===== src/rtl/keypad_scan_4x4.sv =====
// 4x4 matrix keypad scanner with frame-based press/release debouncing.
// Optional auto-repeat of key_valid while held: define KEYPAD_AUTOREPEAT_EN.
module keypad_scan_4x4 #(
  parameter int ROW_CYCLES    = 100000,
  parameter int DEB_FRAMES    = 5,
  parameter int REPEAT_FRAMES = 50
) (
  input  logic       clk,
  input  logic       sys_rst_n,
  input  logic [3:0] col_in,
  output logic [3:0] row_out,
  output logic       key_pressed,
  output logic [3:0] key_data,
  output logic       key_valid
);

  localparam int DW = $clog2(ROW_CYCLES) + 1;
  localparam int CW = $clog2(DEB_FRAMES) + 1;
  localparam logic [DW-1:0] DWELL_LAST = DW'(ROW_CYCLES - 1);
  localparam logic [CW-1:0] DEB_LAST   = CW'(DEB_FRAMES - 1);

  typedef enum logic [1:0] {IDLE, DEB_PRESS, PRESSED, DEB_REL} state_t;

  logic [3:0]    col_meta_r;
  logic [3:0]    col_sync_r;
  logic [1:0]    row_idx_r;
  logic [1:0]    row_next_s;
  logic [DW-1:0] dwell_r;
  logic          acc_hit_r;
  logic [3:0]    acc_code_r;
  logic          frame_done_r;
  logic          frame_hit_r;
  logic [3:0]    frame_code_r;
  logic          row_hit_s;
  logic [1:0]    row_col_s;
  logic [3:0]    row_code_s;
  state_t        state_r;
  logic [3:0]    cand_r;
  logic [CW-1:0] cnt_r;
`ifdef KEYPAD_AUTOREPEAT_EN
  localparam int RW = $clog2(REPEAT_FRAMES) + 1;
  localparam logic [RW-1:0] REP_LAST = RW'(REPEAT_FRAMES - 1);
  logic [RW-1:0] rep_r;
`endif

  // Key index r*4+c to code; row 3 carries E,0,F,D
  function automatic logic [3:0] key_code(input logic [3:0] idx);
    logic [3:0] code;
    case (idx)
      4'd0:    code = 4'h1;
      4'd1:    code = 4'h2;
      4'd2:    code = 4'h3;
      4'd3:    code = 4'hA;
      4'd4:    code = 4'h4;
      4'd5:    code = 4'h5;
      4'd6:    code = 4'h6;
      4'd7:    code = 4'hB;
      4'd8:    code = 4'h7;
      4'd9:    code = 4'h8;
      4'd10:   code = 4'h9;
      4'd11:   code = 4'hC;
      4'd12:   code = 4'hE;
      4'd13:   code = 4'h0;
      4'd14:   code = 4'hF;
      4'd15:   code = 4'hD;
      default: code = 4'h0;
    endcase
    return code;
  endfunction

  // Lowest closed column on the currently driven row
  always_comb begin
    row_hit_s = 1'b0;
    row_col_s = 2'd0;
    if (!col_sync_r[0]) begin
      row_hit_s = 1'b1;
      row_col_s = 2'd0;
    end else if (!col_sync_r[1]) begin
      row_hit_s = 1'b1;
      row_col_s = 2'd1;
    end else if (!col_sync_r[2]) begin
      row_hit_s = 1'b1;
      row_col_s = 2'd2;
    end else if (!col_sync_r[3]) begin
      row_hit_s = 1'b1;
      row_col_s = 2'd3;
    end else begin
      row_hit_s = 1'b0;
    end
    row_code_s = key_code({row_idx_r, row_col_s});
    row_next_s = row_idx_r + 2'd1;
  end

  // Column synchroniser, row dwell/scan and per-frame hit accumulation
  always_ff @(posedge clk) begin
    if (!sys_rst_n) begin
      col_meta_r   <= 4'h0;
      col_sync_r   <= 4'h0;
      row_idx_r    <= 2'd0;
      row_out      <= 4'b1110;
      dwell_r      <= '0;
      acc_hit_r    <= 1'b0;
      acc_code_r   <= 4'h0;
      frame_done_r <= 1'b0;
      frame_hit_r  <= 1'b0;
      frame_code_r <= 4'h0;
    end else begin
      col_meta_r   <= col_in;
      col_sync_r   <= col_meta_r;
      frame_done_r <= 1'b0;
      if (dwell_r == DWELL_LAST) begin
        dwell_r   <= '0;
        row_idx_r <= row_next_s;
        row_out   <= ~(4'b0001 << row_next_s);
        if (row_idx_r == 2'd3) begin
          frame_done_r <= 1'b1;
          frame_hit_r  <= acc_hit_r | row_hit_s;
          frame_code_r <= acc_hit_r ? acc_code_r : row_code_s;
          acc_hit_r    <= 1'b0;
          acc_code_r   <= 4'h0;
        end else if (!acc_hit_r && row_hit_s) begin
          acc_hit_r  <= 1'b1;
          acc_code_r <= row_code_s;
        end else begin
          acc_hit_r <= acc_hit_r;
        end
      end else begin
        dwell_r <= dwell_r + DW'(1);
      end
    end
  end

  // Debounce FSM, stepped once per completed frame
  always_ff @(posedge clk) begin
    if (!sys_rst_n) begin
      state_r     <= IDLE;
      cand_r      <= 4'h0;
      cnt_r       <= '0;
      key_pressed <= 1'b0;
      key_data    <= 4'h0;
      key_valid   <= 1'b0;
`ifdef KEYPAD_AUTOREPEAT_EN
      rep_r       <= '0;
`endif
    end else begin
      key_valid <= 1'b0;
      if (frame_done_r) begin
        case (state_r)
          IDLE: begin
            if (frame_hit_r) begin
              state_r <= DEB_PRESS;
              cand_r  <= frame_code_r;
              cnt_r   <= CW'(1);
            end else begin
              state_r <= IDLE;
            end
          end
          DEB_PRESS: begin
            if (!frame_hit_r) begin
              state_r <= IDLE;
            end else if (frame_code_r != cand_r) begin
              cand_r <= frame_code_r;
              cnt_r  <= CW'(1);
            end else if (cnt_r == DEB_LAST) begin
              state_r     <= PRESSED;
              key_data    <= cand_r;
              key_pressed <= 1'b1;
              key_valid   <= 1'b1;
`ifdef KEYPAD_AUTOREPEAT_EN
              rep_r       <= '0;
`endif
            end else begin
              cnt_r <= cnt_r + CW'(1);
            end
          end
          PRESSED: begin
            if (!frame_hit_r || frame_code_r != key_data) begin
              state_r <= DEB_REL;
              cnt_r   <= CW'(1);
`ifdef KEYPAD_AUTOREPEAT_EN
              rep_r   <= '0;
`endif
            end else begin
`ifdef KEYPAD_AUTOREPEAT_EN
              if (rep_r == REP_LAST) begin
                key_valid <= 1'b1;
                rep_r     <= '0;
              end else begin
                rep_r <= rep_r + RW'(1);
              end
`else
              state_r <= PRESSED;
`endif
            end
          end
          DEB_REL: begin
            // A different key here only counts toward release
            if (frame_hit_r && frame_code_r == key_data) begin
              state_r <= PRESSED;
`ifdef KEYPAD_AUTOREPEAT_EN
              rep_r   <= '0;
`endif
            end else if (cnt_r == DEB_LAST) begin
              state_r     <= IDLE;
              key_pressed <= 1'b0;
            end else begin
              cnt_r <= cnt_r + CW'(1);
            end
          end
          default: state_r <= IDLE;
        endcase
      end else begin
        state_r <= state_r;
      end
    end
  end

endmodule


===== config.mk =====
export PLATFORM = sky130hd
export DESIGN_NAME = keypad_scan_4x4
export DESIGN_NICKNAME = d
export VERILOG_FILES = /design/src/rtl/keypad_scan_4x4.sv
export SDC_FILE = /design/constraint.sdc
export NUM_CORES = 1
export LEC_CHECK = 0
export CORE_MARGIN = 2
export CORE_UTILIZATION = 59
export DETAILED_ROUTE_END_ITERATION = 12
export GPL_TIMING_DRIVEN = 0
export PLACE_DENSITY = 0.78
export SLEW_MARGIN = 40
export SYNTH_ARGS = -nofsm -noshare
export SYNTH_HDL_FRONTEND = slang
export SYNTH_SLANG_ARGS = --single-unit

===== constraint.sdc =====
create_clock -name clk -period 2.3 [get_ports clk]
set_input_delay 0.23 -clock clk [delete_from_list [all_inputs] [get_ports clk]]
set_output_delay 0.23 -clock clk [all_outputs]
set_load 0.02 [all_outputs]

After elaboration in Yosys (flattened, before gate mapping). Memories as Yosys holds them, arrays and structs flattened. Cells that the tools add are included. Widths: inputs -> output; s select.

Register bits after elaboration: 59. Bits in latches: 0. Input bits: 6. Memories: 1. Output and inout port bits: 10. Memory bits (writable): 0. Logic and storage cells: 107. Memory bits (read-only): 64.

Multiplexer cells: 40. Bitwise gates (word level): 7. Eq/ne operators: 20. Reduce and logical (&&, ||, !) cells: 19. Multipliers: 0. Order comparisons: 0. Shifts and indexed selects: 1. Div/mod/pow operators: 0. Add/subtract/negate cells: 3.

Memory list: (no name shown) (depth 16, bits a word 4, rd ports 1, clocked after Yosys merged registers in 0, wr ports 0, RTL line 49) `case (idx)`.

Operators by type and width (count): $mux 4 (12); $add 18x1->18 const B (1); $eq 18x17->1 const B (1); $mux 2 (9); $ne 2x2->1 const B (8); $pmux 4 s4 (1); $mux 1 (15); $reduce_and 5->1 (3); $ne 3x3->1 const B (3); $ne 4x4->1 (2); $pmux 2 s4 (1); $pmux 4 s2 (1); $reduce_and 7->1 (1); $eq 2x2->1 const B (3); $reduce_and 2->1 (3); $reduce_bool 2->1 (3); $not 1->1 (5); $reduce_or 5->1 (1); $add 4x1->4 const B (1); $eq 4x3->1 const B (1); $eq 4x4->1 (1); $not 4->4 (1); $reduce_and 4->1 (1); $shl 1x2->4 const A (1); 9 further kinds (11).

Logic depth before layout (Yosys ltp).
Depth after elaboration: 7. Gate-level depth with buffers: 9. Gate-level depth less buffers: 9.

Least setup slack after synthesis. No wires, ideal clock.

Kind: register -> register. Start: register dwell_r[0]. End: register acc_code_r[3]. Clock period less this slack: 2.050 ns. Data arrival time: 1.980 ns. Cell stages (with the launch flop): 9. Library setup time: 0.070 ns. Setup slack: 0.250 ns. Path buffers: 2. Required time: 2.230 ns. Cell sequence: dfxtp_1 ha_1 and4_1 buf_6 nand2_4 or3_1 buf_2 or4_1 a21boi_1.

Cells in the longest elaborated chain, start to end: 2.

RTL lines: from (decl) (RTL line 28) `logic [DW-1:0] dwell_r;`; from (signal assigned) (RTL line 128) `dwell_r <= dwell_r + DW'(1);`; $eq 18x17->1 (RTL line 111) `if (dwell_r == DWELL_LAST) begin`; $reduce_and 2->1 (no line); to (signal assigned) (RTL line 123) `acc_code_r <= row_code_s;`; to (decl) (RTL line 30) `logic [3:0] acc_code_r;`.

No other way between the ends. A chain may end at the register's enable or synchronous reset.

Worst setup path in the final report.
Start: register dwell_r[1]. End: register acc_code_r[3].

Same word-level chain as after synthesis.

==> out/metrics.yaml <==
dpl_cell_area_um2: 2970
worst_slack_ps: 148
cts_tree: "built"
hp-class: "reg2reg"
final_cell_area_um2: 3150
synth_largest_area_cell: "dfxtp_1"
synthTopCellsByCount: "dfxtp_1, nor2_1, nand2_1"
hold_viol_final: 0
arrival_ps: 2410
syn_inst: 313
report.final.slew_viol_count: 0
clock-sinks: 59
setup_violations: 0
synthesis.area_um2: 2760
syn2layout_area_growth_pct: 14.4
post_cts_buffers: 0
yosysSeqAreaShare_pct: 42.9
yosys_warnings: 0
layout-drive-gt1-share_pct: 6.98
max-cap-violations: 0
ys_types: 45
numCtsBuffers: 9
grt_max_degree: 11
fp-row-count: 24
wl_per_cell_um: 12.8
antenna_found_initial: 0
die_w_um: 72.3
path_clk_slew_ps: 60
fillers: 351
ios: 16
drtIter0Drc: 124
worstPathRequired_ps: 2560
drc: 0
syn_nets: 329
clockBufferDepth: 2
syn_area_per_cell_um2: 8.80
critPathMaxFanout: 10
synth-edff-count: 0
crit_path_end_kind: "flip-flop"
hpwl_um: 3650
clock_latency_ps: 330
async_flop_share_pct: 0
status: "finished, final reports clean"
leakagePower_nw: 1.18
synth_most_common_cell: "dfxtp_1"
start_util_pct: 62.4
fin_worst_skew_ps: 9.92
via_per_inst: 5.54
worst_setup_path_start_kind: "flip-flop"
tightest_slew_ps: 500
rsz0062_at_grt: "false"
port_buffers: 15
diodes: 0
ir_drop_uv: 541
dieArea_um2: 5230
layout.nets: 355
netlist_top_cells_area: "dfxtp_1, ha_1, nor2_1"
core_um2: 4410
max-slew-margin-rel_pct: 66.5
cts-htree-levels: 3
grt_remaining_overflow: 0
path_class: "reg2reg"
synth_top_area_share_pct: 42.9
finalSetupTns_ps: 0
drt_first_pass_iters: 6
period_needed_ps: 2150
fmax_ghz: 0.465
fin_hold_ws_ps: 440
vias: 2193
routed_wl_um: 5090
power.density_nw_per_um2: 610
die_h_um: 72.3
grt_pass1_wl_um: 8790
grt_pass1_vias: 1976
dp_slack_ps: 82.3
ys_ff_latch: 59
dp_cells: 380
synthFlopType: "dfxtp_1"
track_usage_pct: 21.9
cts_root_buf: "clkbuf_8"
ant_nets: 0
final_cells: 396
place_congestion: 0.855
min_period_over_period_pct: 93.6
[worst paths after layout]
kind | slack [ps] | end | depth (start not counted) | startpoint
setup / recovery | 150 | acc_code_r[3] | 8 | dwell_r[1]
hold reg to reg | 440 | col_sync_r[1] | 1 | col_meta_r[1]
hold / removal | 440 | col_sync_r[1] | 1 | col_meta_r[1]
setup reg to reg | 150 | acc_code_r[3] | 8 | dwell_r[1]
[flip-flops by register name (all words and copies together) (netlist names), 2 cells and up]
register,count
cnt_r,4
state_r,2
frame_code_r,4
col_sync_r,4
key_data,4
acc_code_r,4
cand_r,4
col_meta_r,4
row_out,4
row_idx_r,2
dwell_r,18
[timing repair]
action / 4_1_cts / 5_1_grt
hold buffers: 0 / 0
setup endpoints to repair: 0 / 16
resized for setup: 0 / 5
[cell type report]
| class | count | area, µm² | area share, % |
|---|---|---|---|
| clock inverter | 2 | 10.0 | 0.318 |
| buffer | 16 | 73.8 | 2.34 |
| inverter | 9 | 33.8 | 1.07 |
| sequential | 59 | 1180 | 37.5 |
| clock buffer | 14 | 163 | 5.16 |
| timing repair buffer | 15 | 150 | 4.77 |
| tap | 52 | 65.1 | 2.07 |
| multi-input combinational | 229 | 1470 | 46.7 |
[critical path, stage by stage, from the launching register on]
cell	delay (ps)
dfxtp_1	350
ha_2	210
and4_1	210
buf_6	130
nand2_4	60
or3_1	300
buf_2	180
or4_1	500
a21boi_1	140
[per-stage QoR]
step           total power [mW]  util, %
2_1_floorplan              1.10        -
3_3_place_gp               1.12     67.3
3_5_place_dp               1.12     67.3
4_1_cts                    1.94     71.2
5_1_grt                    2.00     71.4
6_report                   1.92     71.4
[cell families after synthesis]
kind of cell | synth area share (%)
compound gates | 13.0
xor+xnor | 7.63
fa+ha+maj | 4.54
buf+inv | 3.77
flops | 42.9
mux | 2.18
simple gates | 26.0
[power by group]
group / internal (mW) / leakage [nW] / switching (mW)
Combinational: 0.0258 / 0.607 / 0.0280
Clock: 0.447 / 0.0905 / 0.378
Sequential: 1.03 / 0.478 / 0.00884
Total: 1.51 / 1.18 / 0.415
[cell usage in the layout (no fill, tap or decap), types with 11 or more instances in the layout]
| cell type | synthesis | final |
|---|---|---|
| nand2_1 | 29 | 29 |
| xor2_1 | 12 | 12 |
| nor2_1 | 31 | 31 |
| o21ai_0 | 16 | 16 |
| dfxtp_1 | 59 | 58 |
| clkdlybuf4s50_1 | 0 | 15 |
| clkbuf_1 | 13 | 15 |
| nand3_1 | 19 | 19 |
| and2_1 | 12 | 12 |
| a21boi_0 | 11 | 11 |
| clkbuf_8 | 0 | 11 |
| xnor2_1 | 12 | 12 |
[metal layers]
layer  vias to the layer above  GRT usage, %  part of all wire (%)  wire length (µm)
li1                       1136             -                     -                 -
met5                         -             0                     0                 0
met1                      1013          28.5                    50              2530
met2                        35          33.0                    45              2270
met4                         0          10.3                   2.0               104
met3                         9          6.94                   3.6               183
No activity file was read; power rests on OpenSTA's default activity.
